$ cat src/rtl/io_port_unit.sv
`timescale 1ns/1ps
// Retire-time privileged I/O unit: per-channel TX FIFOs, blocking RX reads and
// status queries, with a supervisor-mask check on every accepted op.
module io_port_unit #(
    parameter int                DATA_WIDTH = 64,
    parameter int                NUM_CH     = 4,
    parameter int                TX_DEPTH   = 8,
    parameter logic [NUM_CH-1:0] SUP_MASK   = NUM_CH'(4'b0001)
) (
    input  logic                  clk,
    input  logic                  rst,
    input  logic                  retire_i,
    input  logic [1:0]            op_kind_i,
    input  logic [3:0]            chan_i,
    input  logic [DATA_WIDTH-1:0] wdata_i,
    input  logic                  cpl_i,
    input  logic                  cpl_recompute_i,
    output logic                  done_o,
    output logic [DATA_WIDTH-1:0] rdata_o,
    output logic                  rdata_valid_o,
    output logic                  fault_o,
    output logic [1:0]            fault_code_o,
    output logic [NUM_CH-1:0]     tx_valid_o,
    output logic [8*NUM_CH-1:0]   tx_data_o,
    input  logic [NUM_CH-1:0]     tx_ready_i,
    input  logic [NUM_CH-1:0]     rx_valid_i,
    input  logic [8*NUM_CH-1:0]   rx_data_i,
    output logic [NUM_CH-1:0]     rx_ready_o
);

    localparam int PW = $clog2(TX_DEPTH);
    localparam int CW = PW + 1;
    localparam logic [CW-1:0] FULL_CNT = CW'(TX_DEPTH);

    localparam logic [1:0] OP_OUT   = 2'd0;
    localparam logic [1:0] OP_IN    = 2'd1;
    localparam logic [1:0] OP_STAT  = 2'd2;
    localparam logic [1:0] OP_RSVD  = 2'd3;
    localparam logic [1:0] FC_NONE  = 2'd0;
    localparam logic [1:0] FC_PERM  = 2'd1;
    localparam logic [1:0] FC_BADCH = 2'd2;
    localparam logic [1:0] FC_BADOP = 2'd3;

    typedef enum logic [1:0] {
        IDLE    = 2'd0,
        WAIT_TX = 2'd1,
        WAIT_RX = 2'd2
    } state_t;

    state_t                  state_r;
    logic [7:0]              mem_r    [NUM_CH][TX_DEPTH];
    logic [PW-1:0]           wr_ptr_r [NUM_CH];
    logic [PW-1:0]           rd_ptr_r [NUM_CH];
    logic [CW-1:0]           count_r  [NUM_CH];
    logic [NUM_CH-1:0]       pend_sel_r;
    logic [7:0]              pend_byte_r;
    logic [DATA_WIDTH-1:0]   rdata_r;
    logic                    rdata_valid_r;
    logic                    fault_r;
    logic [1:0]              fault_code_r;

    logic                    accept_s;
    logic [NUM_CH-1:0]       chan_sel_s;
    logic [NUM_CH-1:0]       full_s;
    logic [NUM_CH-1:0]       push_s;
    logic [NUM_CH-1:0]       pop_s;
    logic [CW-1:0]           sel_count_s;
    logic                    sel_full_s;
    logic                    sel_rx_valid_s;
    logic                    sup_hit_s;
    logic                    pend_full_s;
    logic                    pend_rx_valid_s;
    logic [7:0]              pend_rx_byte_s;
    logic [7:0]              push_byte_s;
    logic [1:0]              fault_kind_s;
    logic                    fault_s;

    // Status word: count in [4:0], sampled rx_valid in bit 8, full flag in bit 9.
    function automatic logic [DATA_WIDTH-1:0] stat_word(input logic [CW-1:0] cnt,
                                                        input logic rxv,
                                                        input logic full);
        logic [31:0]           cnt_ext;
        logic [DATA_WIDTH-1:0] w;
        cnt_ext = 32'(cnt);
        w       = {DATA_WIDTH{1'b0}};
        w[4:0]  = cnt_ext[4:0];
        w[8]    = rxv;
        w[9]    = full;
        return w;
    endfunction

    assign done_o   = !cpl_recompute_i && (state_r == IDLE);
    assign accept_s = retire_i && done_o;

    // Channel decode and per-channel status muxing for the requested and pending channel.
    always_comb begin
        chan_sel_s      = {NUM_CH{1'b0}};
        full_s          = {NUM_CH{1'b0}};
        sel_count_s     = {CW{1'b0}};
        sel_rx_valid_s  = 1'b0;
        pend_rx_byte_s  = 8'h00;
        for (int c = 0; c < NUM_CH; c++) begin
            full_s[c]      = (count_r[c] == FULL_CNT);
            chan_sel_s[c]  = ({1'b0, chan_i} == 5'(c));
            sel_count_s    = sel_count_s | (count_r[c] & {CW{chan_sel_s[c]}});
            sel_rx_valid_s = sel_rx_valid_s | (rx_valid_i[c] & chan_sel_s[c]);
            pend_rx_byte_s = pend_rx_byte_s | (rx_data_i[8*c +: 8] & {8{pend_sel_r[c]}});
        end
        sel_full_s      = |(chan_sel_s & full_s);
        sup_hit_s       = |(chan_sel_s & SUP_MASK);
        pend_full_s     = |(pend_sel_r & full_s);
        pend_rx_valid_s = |(pend_sel_r & rx_valid_i);
    end

    // Fault classification in priority order: reserved op, bad channel, privilege.
    always_comb begin
        fault_kind_s = FC_NONE;
        if (op_kind_i == OP_RSVD) begin
            fault_kind_s = FC_BADOP;
        end else if ({1'b0, chan_i} >= 5'(NUM_CH)) begin
            fault_kind_s = FC_BADCH;
        end else if (!cpl_i && sup_hit_s) begin
            fault_kind_s = FC_PERM;
        end else begin
            fault_kind_s = FC_NONE;
        end
        fault_s = (fault_kind_s != FC_NONE);
    end

    // Push/pop requests; the full test uses the registered count so a same-cycle pop never frees space.
    always_comb begin
        push_s      = {NUM_CH{1'b0}};
        pop_s       = {NUM_CH{1'b0}};
        push_byte_s = (state_r == WAIT_TX) ? pend_byte_r : wdata_i[7:0];
        for (int c = 0; c < NUM_CH; c++) begin
            pop_s[c] = (count_r[c] != {CW{1'b0}}) && tx_ready_i[c];
            if (state_r == WAIT_TX) begin
                push_s[c] = pend_sel_r[c] && !full_s[c];
            end else begin
                push_s[c] = accept_s && !fault_s && (op_kind_i == OP_OUT)
                            && chan_sel_s[c] && !full_s[c];
            end
        end
    end

    // TX FIFO storage, pointers and occupancy counts.
    always_ff @(posedge clk) begin
        if (!rst) begin
            for (int c = 0; c < NUM_CH; c++) begin
                wr_ptr_r[c] <= {PW{1'b0}};
                rd_ptr_r[c] <= {PW{1'b0}};
                count_r[c]  <= {CW{1'b0}};
            end
        end else begin
            for (int c = 0; c < NUM_CH; c++) begin
                if (push_s[c]) begin
                    mem_r[c][wr_ptr_r[c]] <= push_byte_s;
                    wr_ptr_r[c]           <= wr_ptr_r[c] + PW'(1);
                end
                if (pop_s[c]) begin
                    rd_ptr_r[c] <= rd_ptr_r[c] + PW'(1);
                end
                if (push_s[c] && !pop_s[c]) begin
                    count_r[c] <= count_r[c] + CW'(1);
                end else if (pop_s[c] && !push_s[c]) begin
                    count_r[c] <= count_r[c] - CW'(1);
                end else begin
                    count_r[c] <= count_r[c];
                end
            end
        end
    end

    // Op sequencing FSM with registered result and fault strobes.
    always_ff @(posedge clk) begin
        if (!rst) begin
            state_r       <= IDLE;
            pend_sel_r    <= {NUM_CH{1'b0}};
            pend_byte_r   <= 8'h00;
            rdata_r       <= {DATA_WIDTH{1'b0}};
            rdata_valid_r <= 1'b0;
            fault_r       <= 1'b0;
            fault_code_r  <= 2'd0;
        end else begin
            rdata_valid_r <= 1'b0;
            fault_r       <= 1'b0;
            case (state_r)
                IDLE: begin
                    if (accept_s) begin
                        if (fault_s) begin
                            fault_r      <= 1'b1;
                            fault_code_r <= fault_kind_s;
                        end else begin
                            case (op_kind_i)
                                OP_OUT: begin
                                    if (sel_full_s) begin
                                        state_r     <= WAIT_TX;
                                        pend_sel_r  <= chan_sel_s;
                                        pend_byte_r <= wdata_i[7:0];
                                    end
                                end
                                OP_IN: begin
                                    state_r    <= WAIT_RX;
                                    pend_sel_r <= chan_sel_s;
                                end
                                OP_STAT: begin
                                    rdata_valid_r <= 1'b1;
                                    rdata_r       <= stat_word(sel_count_s, sel_rx_valid_s, sel_full_s);
                                end
                                default: state_r <= IDLE;
                            endcase
                        end
                    end
                end
                WAIT_TX: begin
                    if (!pend_full_s) begin
                        state_r <= IDLE;
                    end
                end
                WAIT_RX: begin
                    if (pend_rx_valid_s) begin
                        rdata_r       <= DATA_WIDTH'(pend_rx_byte_s);
                        rdata_valid_r <= 1'b1;
                        state_r       <= IDLE;
                    end
                end
                default: state_r <= IDLE;
            endcase
        end
    end

    assign rdata_o       = rdata_r;
    assign rdata_valid_o = rdata_valid_r;
    assign fault_o       = fault_r;
    assign fault_code_o  = fault_code_r;
    assign rx_ready_o    = (state_r == WAIT_RX) ? pend_sel_r : {NUM_CH{1'b0}};

    for (genvar g = 0; g < NUM_CH; g++) begin : g_tx
        assign tx_valid_o[g]         = (count_r[g] != {CW{1'b0}});
        assign tx_data_o[8*g +: 8]   = mem_r[g][rd_ptr_r[g]];
    end

endmodule

$ cat config.mk
export PLATFORM = sky130hd
export DESIGN_NAME = io_port_unit
export DESIGN_NICKNAME = d
export VERILOG_FILES = /design/src/rtl/io_port_unit.sv
export SDC_FILE = /design/constraint.sdc
export NUM_CORES = 1
export LEC_CHECK = 0
export ABC_CLOCK_PERIOD_IN_PS = 7500
export BUFFER_PORTS_ARGS = -buffer_cell sky130_fd_sc_hd__buf_2
export CAP_MARGIN = 0
export CORE_MARGIN = 2
export CORE_UTILIZATION = 44
export DETAILED_ROUTE_END_ITERATION = 10
export SETUP_SLACK_MARGIN = 0.1
export SYNTH_ARGS = -nofsm -noshare
export SYNTH_HDL_FRONTEND = slang
export SYNTH_SLANG_ARGS = --single-unit
$ cat constraint.sdc
create_clock -name clk -period 7.5 [get_ports clk]
set_input_delay 1.5 -clock clk [delete_from_list [all_inputs] [get_ports clk]]
set_output_delay 1.5 -clock clk [all_outputs]
set_load 0.005 [all_outputs]
==> flow_summary.toml <==
[worst_setup_path]
cp.arrival_ns = 2.64
cp_data_required_time_ns = 6.00
cp-startpoint = "rd_ptr_r[0][0]$_SDFFCE_PN0P_"
worst_setup_path_end = "tx_data_o[6]"
timing.rr.end = "count_r[2][3]$_SDFFCE_PN0P_"
timing.setup.critical_path_class = "reg2out"
startpoint_type = "flip-flop"
timing.rr.start = "state_r[1]$_SDFFE_PN0P_"
cp_max_fo = 18
regToRegSetupSlack_ns = 4.21
crit_path_end_kind = "output pin"
timing.reg2reg.worst_path_depth = 12

[synth]
dominantRegCellSynth = "edfxtp_1"
syn-instance-count = 933
synth-edff-count = 296
number_of_distinct_library_cells_after_synthesis = 66
synth-async-reset-ratio_pct = 0
synth_area_per_cell_um2 = 15.7
sequential_element_share_of_the_synthesized_area_pct = 64.4
mappedNetlistArea_um2 = 14700
synth.ff_latch_count = 324
synthesis.yosys.warnings = 0

[final_layout]
layout.core_utilization_pct = 51.1
most_common_cell_after_layout_fill_and_taps_aside = "edfxtp_1"
fill_cells = 2803
area_delta_synth_final_pct = 13.8
multi_input_comb_area_um2 = 4720
final_net_count = 1203
layout-drive-gt1-share_pct = 29.0
commonest_non_fill_non_tap_cells_in_the_layout = "edfxtp_1, buf_2, nand2_1"
non_filler_instances = 1530
layout.cell_area.non_filler_um2 = 16700
regArea_um2 = 9450

[pwr]
static_leakage_power_nw = 5.96
vdd_ir_drop_max_mv = 0.122
power_density_nw_per_um2 = 249

[grt]
grt-busiest-layer = "met2"
antenna_found_initial = 2
grt_pass1_wl_um = 47200
grt_start_max_net_pins = 51
global_route.usage.met3_pct = 2.67
gr-usage-all-layers_pct = 17.5
first_global_vias = 8155
grt_util_met1_pct = 23.7
grt_remaining_overflow = 0
globalRouteMet2Util_pct = 29.6

[placed_design]
detailed_place.area_um2 = 15600
place.detailed.instances = 1466
gp_routability_congestion = 0.797
detailed_place_hpwl_um = 20200
placement.io_buffers = 113

[cts]
postCtsSetupBuffers = 0
clock_insertion_delay_worst_skew_ns = 0.51
post_cts_hold_buffer_count = 0
cts_htree_levels = 2
clock_sinks = 324
cts_buffer_count = 35
clock_path_buffers = 3
reg_clk_slew_reported_paths_ns = 0.06
cts_tree = "built"
clock_tree.root_cell = "clkbuf_16"
cts_repair_resize_count = 0

[sta]
unrepaired_setup_endpoints_after_global_routing = "false"
finalSetupViolCount = 0
finalHoldViolCount = 0
fmax_mhz = 241
setup_tns_ns = 0
whs_ns = 0.461
timing.max_slew.rel_slack_pct = 18.3
slew_viol_final = 0
worstMarginPinSlew_ns = 1.22
final_min_period_over_clock_period_pct = 55.2
finalCriticalPeriod_ns = 4.14
finalClockSkew_ns = 0.0152

[flow_run]
maxCapViolCount = 0

[detailed_routing]
detail-route-antenna-nets = 0
route.final.wire_length_um = 30400
detail_route.first_pass.iterations = 5
vias = 8155
post_drt_wl_per_cell_um = 19.9
avg_vias_per_cell = 5.33
route.detailed.drc = 0
drt-initial-drc-count = 516

[floorplanning]
rows = 66
boundaryPins = 224
die_w_um = 187
die_footprint_um2 = 34800
die_height_um = 187
initial_utilization_pct = 44.9
coreArea_um2 = 32700

[min_path]
min-delay-path-class = "reg2reg"

[status]
outcome = "finished clean"
[sequential cells by signal, summed over array words and instances (netlist names), 4 cells and up]
register,count
wr_ptr_r,12
pend_byte_r,8
rd_ptr_r,12
pend_sel_r,4
rdata_o,10
mem_r,256
count_r,16
[how the worst min path moves through the flow]
stage,from,endpoint,slack (ns),cells past startpoint
floorplan,pend_byte_r[0]$_SDFFE_PN0P_,pend_byte_r[0]$_SDFFE_PN0P_,0.43,2
detailed placement,pend_byte_r[2]$_SDFFE_PN0P_,pend_byte_r[2]$_SDFFE_PN0P_,0.45,2
finish,pend_byte_r[5]$_SDFFE_PN0P_,pend_byte_r[5]$_SDFFE_PN0P_,0.46,2
global route,pend_byte_r[4]$_SDFFE_PN0P_,pend_byte_r[4]$_SDFFE_PN0P_,0.48,2
global placement,pend_byte_r[0]$_SDFFE_PN0P_,pend_byte_r[0]$_SDFFE_PN0P_,0.44,2
CTS,pend_byte_r[2]$_SDFFE_PN0P_,pend_byte_r[2]$_SDFFE_PN0P_,0.46,2
[logic make-up after synthesis]
| kind of cell | Yosys count | synth area share (%) |
|---|---|---|
| buffers and inverters | 122 | 4.83 |
| DFF | 324 | 64.4 |
| and+or+nand+nor | 235 | 8.72 |
| muxes | 111 | 13.7 |
| adders and majority gates | 27 | 2.45 |
| AOI/OAI and AO/OA | 96 | 4.84 |
| xor gates and xnor gates | 17 | 1.01 |
| other | 1 | 0.0255 |
[layer usage]
metal,wire [um],up-vias
met2,15000,235
met3,1400,39
met4,533,0
met5,0,-
li1,-,3795
met1,13500,4086
[report_power, final]
| group | internal [mW] | switching (mW) |
|---|---|---|
| logic | 0.204 | 0.190 |
| registers | 2.01 | 0.0747 |
| clock network | 1.01 | 0.681 |
| total | 3.22 | 0.946 |
[layout make-up]
cell class / count / share of cell area (%)
multi-input combinational: 540 / 28.3
clock inverter: 17 / 1.05
clock buffer: 45 / 5.71
inverter: 20 / 0.450
tap: 442 / 3.31
sequential: 324 / 56.6
timing repair buffer: 140 / 4.60
antenna: 2 / 0.0300
[metrics by stage]
step,setup slack [ns],power [mW]
3_3_place_gp,2.99,2.51
3_5_place_dp,2.97,2.52
6_report,3.36,4.16
2_1_floorplan,3.53,2.39
4_1_cts,3.25,4.21
5_1_grt,3.15,4.32
[cell usage after synthesis (all sizes together) (2+ instances only)]
| cell | count | area (um^2) |
|---|---|---|
| and3 | 6 | 37.5 |
| o211ai | 2 | 15.0 |
| a21o | 4 | 30.0 |
| mux2i | 8 | 80.1 |
| or2 | 4 | 25.0 |
| a22oi | 24 | 208 |
| nand2 | 86 | 323 |
| or4 | 5 | 37.5 |
| o31ai | 7 | 52.6 |
| dfxtp | 28 | 561 |
| and4 | 2 | 20.0 |
| a22o | 2 | 17.5 |
| mux4 | 69 | 1550 |
| edfxtp | 296 | 8890 |
| o2111ai | 6 | 52.6 |
| nand2b | 11 | 68.8 |
| o311ai | 2 | 17.5 |
| nor4 | 14 | 109 |
| nor2 | 44 | 168 |
| o21ai | 8 | 40.0 |
| mux2 | 34 | 383 |
| ha | 24 | 300 |
| nor3b | 2 | 15.0 |
| o21a | 2 | 15.0 |
| a31oi | 5 | 31.3 |
| and3b | 4 | 35.0 |
| xnor2 | 8 | 70.1 |
| a21boi | 4 | 30.0 |
| o211a | 2 | 20.0 |
| nor4b | 10 | 136 |
| inv | 20 | 75.1 |
| clkbuf | 27 | 101 |
| buf | 75 | 533 |
| a32o | 5 | 50.1 |
| a21oi | 19 | 95.1 |
| nor2b | 5 | 31.3 |
| nor3 | 12 | 60.1 |
| nand4 | 5 | 31.3 |
| fa | 3 | 60.1 |
| xor2 | 9 | 78.8 |
| nand3 | 9 | 45.0 |
| and2 | 6 | 37.5 |
| nand3b | 3 | 22.5 |
[critical path: stages (launching register included)]
cell and delay (ns):
edfxtp_1 1.08, mux4_2 0.62, mux2_2 0.30, buf_2 0.13
No activity file was read; power rests on OpenSTA's default activity.
